**src/rtl/line_fill_buffer.sv**
```systemverilog
// Line fill buffer: fetches one cache line as critical-beat-first wrapping bursts
// and assembles it for the data array write path and the word selector.
module line_fill_buffer #(
  parameter int LINE_WIDTH = 128,
  parameter int BEAT_WIDTH = 32,
  parameter int ADDR_WIDTH = 16
) (
  input  logic                  clk,
  input  logic                  reset_n,
  input  logic                  fill_req,
  input  logic [ADDR_WIDTH-1:0] fill_addr,
  input  logic                  fill_cancel,
  output logic                  fill_busy,
  output logic                  mem_read,
  output logic [ADDR_WIDTH-1:0] mem_addr,
  input  logic                  mem_resp,
  input  logic [BEAT_WIDTH-1:0] mem_rdata,
  output logic                  crit_valid,
  output logic [LINE_WIDTH-1:0] line_out,
  output logic [ADDR_WIDTH-1:0] line_addr,
  output logic                  line_valid
);

  localparam int BEATS  = LINE_WIDTH / BEAT_WIDTH;
  localparam int IDX_W  = (BEATS > 1) ? $clog2(BEATS) : 1;
  localparam int BYTE_W = $clog2(BEAT_WIDTH / 8);
  localparam int OFF_W  = IDX_W + BYTE_W;

  typedef enum logic [1:0] {
    ST_IDLE = 2'd0,
    ST_REQ  = 2'd1,
    ST_DONE = 2'd2
  } state_t;

  state_t                  state_reg, state_next;
  logic [IDX_W-1:0]        beat_idx_reg, beat_idx_next;
  logic [IDX_W-1:0]        beat_cnt_reg, beat_cnt_next;
  logic [ADDR_WIDTH-1:0]   line_addr_reg, line_addr_next;
  logic                    crit_valid_reg, crit_valid_next;
  logic                    start_fill;
  logic                    beat_accept;
  logic                    last_beat;
  logic                    unused_addr_bits;

  // A cancel in the same cycle as a response discards that beat entirely.
  assign start_fill  = (state_reg == ST_IDLE) && fill_req;
  assign beat_accept = (state_reg == ST_REQ) && mem_resp && !fill_cancel;
  assign last_beat   = beat_accept && (beat_cnt_reg == IDX_W'(BEATS - 1));

  assign unused_addr_bits = ^fill_addr[BYTE_W-1:0];

  // State register
  always_ff @(posedge clk or negedge reset_n) begin
    if (!reset_n) begin
      state_reg <= ST_IDLE;
    end else begin
      state_reg <= state_next;
    end
  end

  // Next-state logic
  always_comb begin
    state_next = state_reg;
    case (state_reg)
      ST_IDLE: begin
        if (fill_req) begin
          state_next = ST_REQ;
        end
      end
      ST_REQ: begin
        if (fill_cancel) begin
          state_next = ST_IDLE;
        end else if (last_beat) begin
          state_next = ST_DONE;
        end
      end
      ST_DONE: state_next = ST_IDLE;
      default: state_next = ST_IDLE;
    endcase
  end

  // Output decode
  always_comb begin
    mem_read   = 1'b0;
    fill_busy  = 1'b0;
    line_valid = 1'b0;
    case (state_reg)
      ST_REQ: begin
        mem_read  = 1'b1;
        fill_busy = 1'b1;
      end
      ST_DONE: begin
        fill_busy  = 1'b1;
        line_valid = 1'b1;
      end
      default: begin
        mem_read   = 1'b0;
        fill_busy  = 1'b0;
        line_valid = 1'b0;
      end
    endcase
  end

  // Beat index wraps naturally at the line boundary (BEATS is a power of two).
  always_comb begin
    beat_idx_next   = beat_idx_reg;
    beat_cnt_next   = beat_cnt_reg;
    line_addr_next  = line_addr_reg;
    crit_valid_next = beat_accept && (beat_cnt_reg == '0);
    if (start_fill) begin
      beat_idx_next  = fill_addr[OFF_W-1:BYTE_W];
      beat_cnt_next  = '0;
      line_addr_next = {fill_addr[ADDR_WIDTH-1:OFF_W], {OFF_W{1'b0}}};
    end else if (beat_accept) begin
      beat_idx_next = beat_idx_reg + IDX_W'(1);
      beat_cnt_next = beat_cnt_reg + IDX_W'(1);
    end
  end

  always_ff @(posedge clk or negedge reset_n) begin
    if (!reset_n) begin
      beat_idx_reg   <= '0;
      beat_cnt_reg   <= '0;
      line_addr_reg  <= '0;
      crit_valid_reg <= 1'b0;
    end else begin
      beat_idx_reg   <= beat_idx_next;
      beat_cnt_reg   <= beat_cnt_next;
      line_addr_reg  <= line_addr_next;
      crit_valid_reg <= crit_valid_next;
    end
  end

  // One storage lane per beat; only the lane addressed by the beat index loads.
  genvar gi;
  generate
    for (gi = 0; gi < BEATS; gi++) begin : g_lane
      logic [BEAT_WIDTH-1:0] lane_reg;
      logic                  lane_we;

      assign lane_we = beat_accept && (beat_idx_reg == IDX_W'(gi));

      always_ff @(posedge clk or negedge reset_n) begin
        if (!reset_n) begin
          lane_reg <= '0;
        end else if (lane_we) begin
          lane_reg <= mem_rdata;
        end
      end

      assign line_out[gi*BEAT_WIDTH +: BEAT_WIDTH] = lane_reg;
    end
  endgenerate

  assign mem_addr   = {line_addr_reg[ADDR_WIDTH-1:OFF_W], beat_idx_reg, {BYTE_W{1'b0}}};
  assign line_addr  = line_addr_reg;
  assign crit_valid = crit_valid_reg;

endmodule

```
**config.mk**
```make
export PLATFORM = sky130hd
export DESIGN_NAME = line_fill_buffer
export DESIGN_NICKNAME = d
export VERILOG_FILES = /design/src/rtl/line_fill_buffer.sv
export SDC_FILE = /design/constraint.sdc
export NUM_CORES = 1
export LEC_CHECK = 0
export ABC_AREA = 1
export BUFFER_PORTS_ARGS = -buffer_cell sky130_fd_sc_hd__buf_4
export CORE_UTILIZATION = 45
export CTS_BUF_LIST = sky130_fd_sc_hd__clkbuf_2
export DETAILED_ROUTE_END_ITERATION = 10
export GPL_TIMING_DRIVEN = 0
export PLACE_DENSITY = 0.76
export SETUP_SLACK_MARGIN = 0.5
export SLEW_MARGIN = 20
export SYNTH_ARGS = -nofsm -noshare
export SYNTH_HDL_FRONTEND = slang
export SYNTH_SLANG_ARGS = --single-unit
```
**constraint.sdc**
```tcl
create_clock -name clk -period 1.65 [get_ports clk]
set_input_delay 0.2475 -clock clk [delete_from_list [all_inputs] [get_ports clk]]
set_output_delay 0.2475 -clock clk [all_outputs]
set_load 0.02 [all_outputs]
```
==> impl_results.md <==
- Status: complete, but fails checks
- Failing checks: hold timing, setup timing
- Yosys cell types: 12
- Clk sinks: between 100 and 150
- Grt ovf: 0
- Pwr dens: just over 2000 mW/mm^2
- P&R area growth vs syn: 95.13%
- Netlist Area Pre-Place: a little over 0.006 sq mm
- Avg Cell Area, Syn: 8.886 sq um
- Crit share post-route: 114.3%
- GRT Total Usage: about a third
- Die H: 119.1 um
- Die ar.: ~0.014 sq mm
- Drt drc: 0
- Mapped Cells: approximately 690
- H-tree levels: 4
- ANT nets after route: 0
- Final WL: 31020 um
- Non-filler cells, final: roughly 1300
- Post-synthesis sequential area ratio: between 50% and 60%
- Final Max Slew Viols: 0
- Clock-pin slew on the worst setup and hold paths: between 200 and 300 ps
- Final #Nets: 1206
- Drt first pass iters: 8
- Final worst slack: -235.2 ps
- Global-route wire length before repair: 37740 um
- Initial antenna violation count: 1
- Max reg flops: 128
- Die Wd: between 100 and 150 um
- Clock Latency Late Sink: 810 ps
- #FFs+latches synth: 147
- Achievable frequency: 530.4 MHz
- Largest net degree at the start of global routing: 76
- DR WL/cell: 23.32 um
- Slew @ Worst Pin: ~620 ps
- Critical Path AT: roughly 2600 ps
- DR iter-0 viols: 1018
- Share of post-route cells with drive strength above 1: 57.33%
- Initial Util: 46.39%
- CTS tree: yes
- Via count: 7816
- Design Area, Final: approximately 0.012 sq mm
- Max-Cap Viols: 0
- Clock Skews: 55.16 ps
- Root buf cell: clkbuf_2
- WS Path Type: reg2reg
- VDD IR max: between 0.001 and 0.0015 V
- Vias/cell: between 5 and 6
- Min Hold Slack: -33.45 ps
- Post-DP HPWL: ~13000 um
- CTS max path bufs: 2
- Worst relative slew slack: between 50% and 60%
- Worst setup slack after placement: -15.67 ps
- Final estimated routing congestion in global placement: 0.7780
- Minimum clock period: between 1500 and 2000 ps
- Via count of the first global-routing pass: just over 7000
- Area post-placement: 0.008187 sq mm
- Core Area: ~0.013 sq mm
- Setup crit end kind: flop
- I/O pins: ~220
- WP data required: 2330 ps
- IO Port Bufs: 207
- Final setup vio count: 168
- Final Hold Fails: 18
- Hold Path Class: in2async
- RSZ-0062 raised after global routing: true
- Row count: 42
- Largest fanout on the critical path: 8
- LEAKAGE: between 6 and 7 nW
- Most frequent cells in the layout: 194 x buf_4, 179 x buf_6, 143 x nand2_1, 135 x nand3_1, 135 x dfrtp_1
- Element type at the critical path start: flop
- Filler cell count: 462
- Dpl cells: 1083
- Most common cell after layout, fill and taps aside: buf_4
- TritonCTS Buffers: 17
- Syn. warnings: 0
-- report_power, final --
group          switching, W  total (W)  internal (W)
clock network       0.00133    0.00183      0.000499
registers           0.00172    0.00700       0.00528
logic               0.00770     0.0155       0.00779
-- metal layers --
layer / GRT usage, % / up-vias / part of all wire, %
met2: 60.03 / 715 / 48
met3: 7.615 / 250 / 10
met5: 0 / - / 0
met1: 41.41 / 3761 / 34
met4: 19.22 / 0 / 7.7
li1: - / 3090 / -
-- cell families after synthesis --
group	count (synthesis)	share of synthesized area, %
other	1	0.06081
AND/OR/NAND/NOR	459	31.14
flip-flops	147	59.65
buffers and inverters	77	7.121
adder cells (fa/ha/maj)	10	2.029
-- metrics by stage --
step / utilization, % / total power (W) / TNS (ps) / hold slack, ps
global placement: 61.31 / 0.01511 / -53370 / 454.9
global route: 90.50 / 0.02501 / -28780 / 11.74
detailed placement: 61.58 / 0.01531 / -40.33 / 254.2
CTS: 83.45 / 0.02102 / -11480 / 26.50
floorplan: - / 0.01118 / 0 / -48.09
finish: 90.51 / 0.02431 / -20090 / -33.45
-- path summary, 6_finish.rpt --
path	to	startpoint	depth (start not counted)	slack, ps
setup / recovery	g_lane[3].lane_reg[17]$_DFFE_PN0P_	state_reg[1]$_DFFE_PN0P_	12	-240
hold / removal	g_lane[1].lane_reg[3]$_DFFE_PN0P_	reset_n	2	-30
setup reg to reg	g_lane[3].lane_reg[17]$_DFFE_PN0P_	state_reg[1]$_DFFE_PN0P_	12	-240
hold reg to reg	g_lane[3].lane_reg[20]$_DFFE_PN0P_	g_lane[3].lane_reg[20]$_DFFE_PN0P_	2	530
max in group asynchronous	g_lane[2].lane_reg[21]$_DFFE_PN0P_	reset_n	3	860
min in group clk	g_lane[3].lane_reg[31]$_DFFE_PN0P_	mem_resp	7	200
-- critical path, cell delays in order, from the launching register on --
cell	delay, ps
dfrtp_1	420
inv_2	110
ha_4	150
buf_6	100
nand2_4	50
nor2_4	120
buf_12	130
buf_12	110
buf_12	130
nand2_8	110
buf_4	220
nand2_1	70
nand2_1	70
-- cells in the mapped netlist (all sizes together) --
cell type	count	area (sq um)
ha	10	125.1
conb	1	3.750
nor2	2	15.01
buf	32	270.3
inv	11	41.29
clkbuf	34	127.6
nand2	305	1145
nand3	152	760.7
dfrtp	147	3679
-- cell type report --
type                       count  area (sq um)  share of cell area, %
multi-input combinational    475          2888                  24.00
inverter                      11         41.29                 0.3431
clock inverter                10         70.07                 0.5822
antenna                        1         2.502                0.02079
timing repair buffer         425          4230                  35.15
clock buffer                  19         95.09                 0.7902
buffer                        66         793.3                  6.592
tap                          176         220.2                  1.830
sequential                   147          3694                  30.69
-- repair_timing --
item	4_1_cts	5_1_grt
buffers inserted	84	64
gates cloned	18	1
hold buffers	50	0
pin swaps	4	5
setup endpoints to repair	304	305
endpoints found under the hold margin	294	0
gates resized for setup	341	148
(Power assumes the default switching activity.)
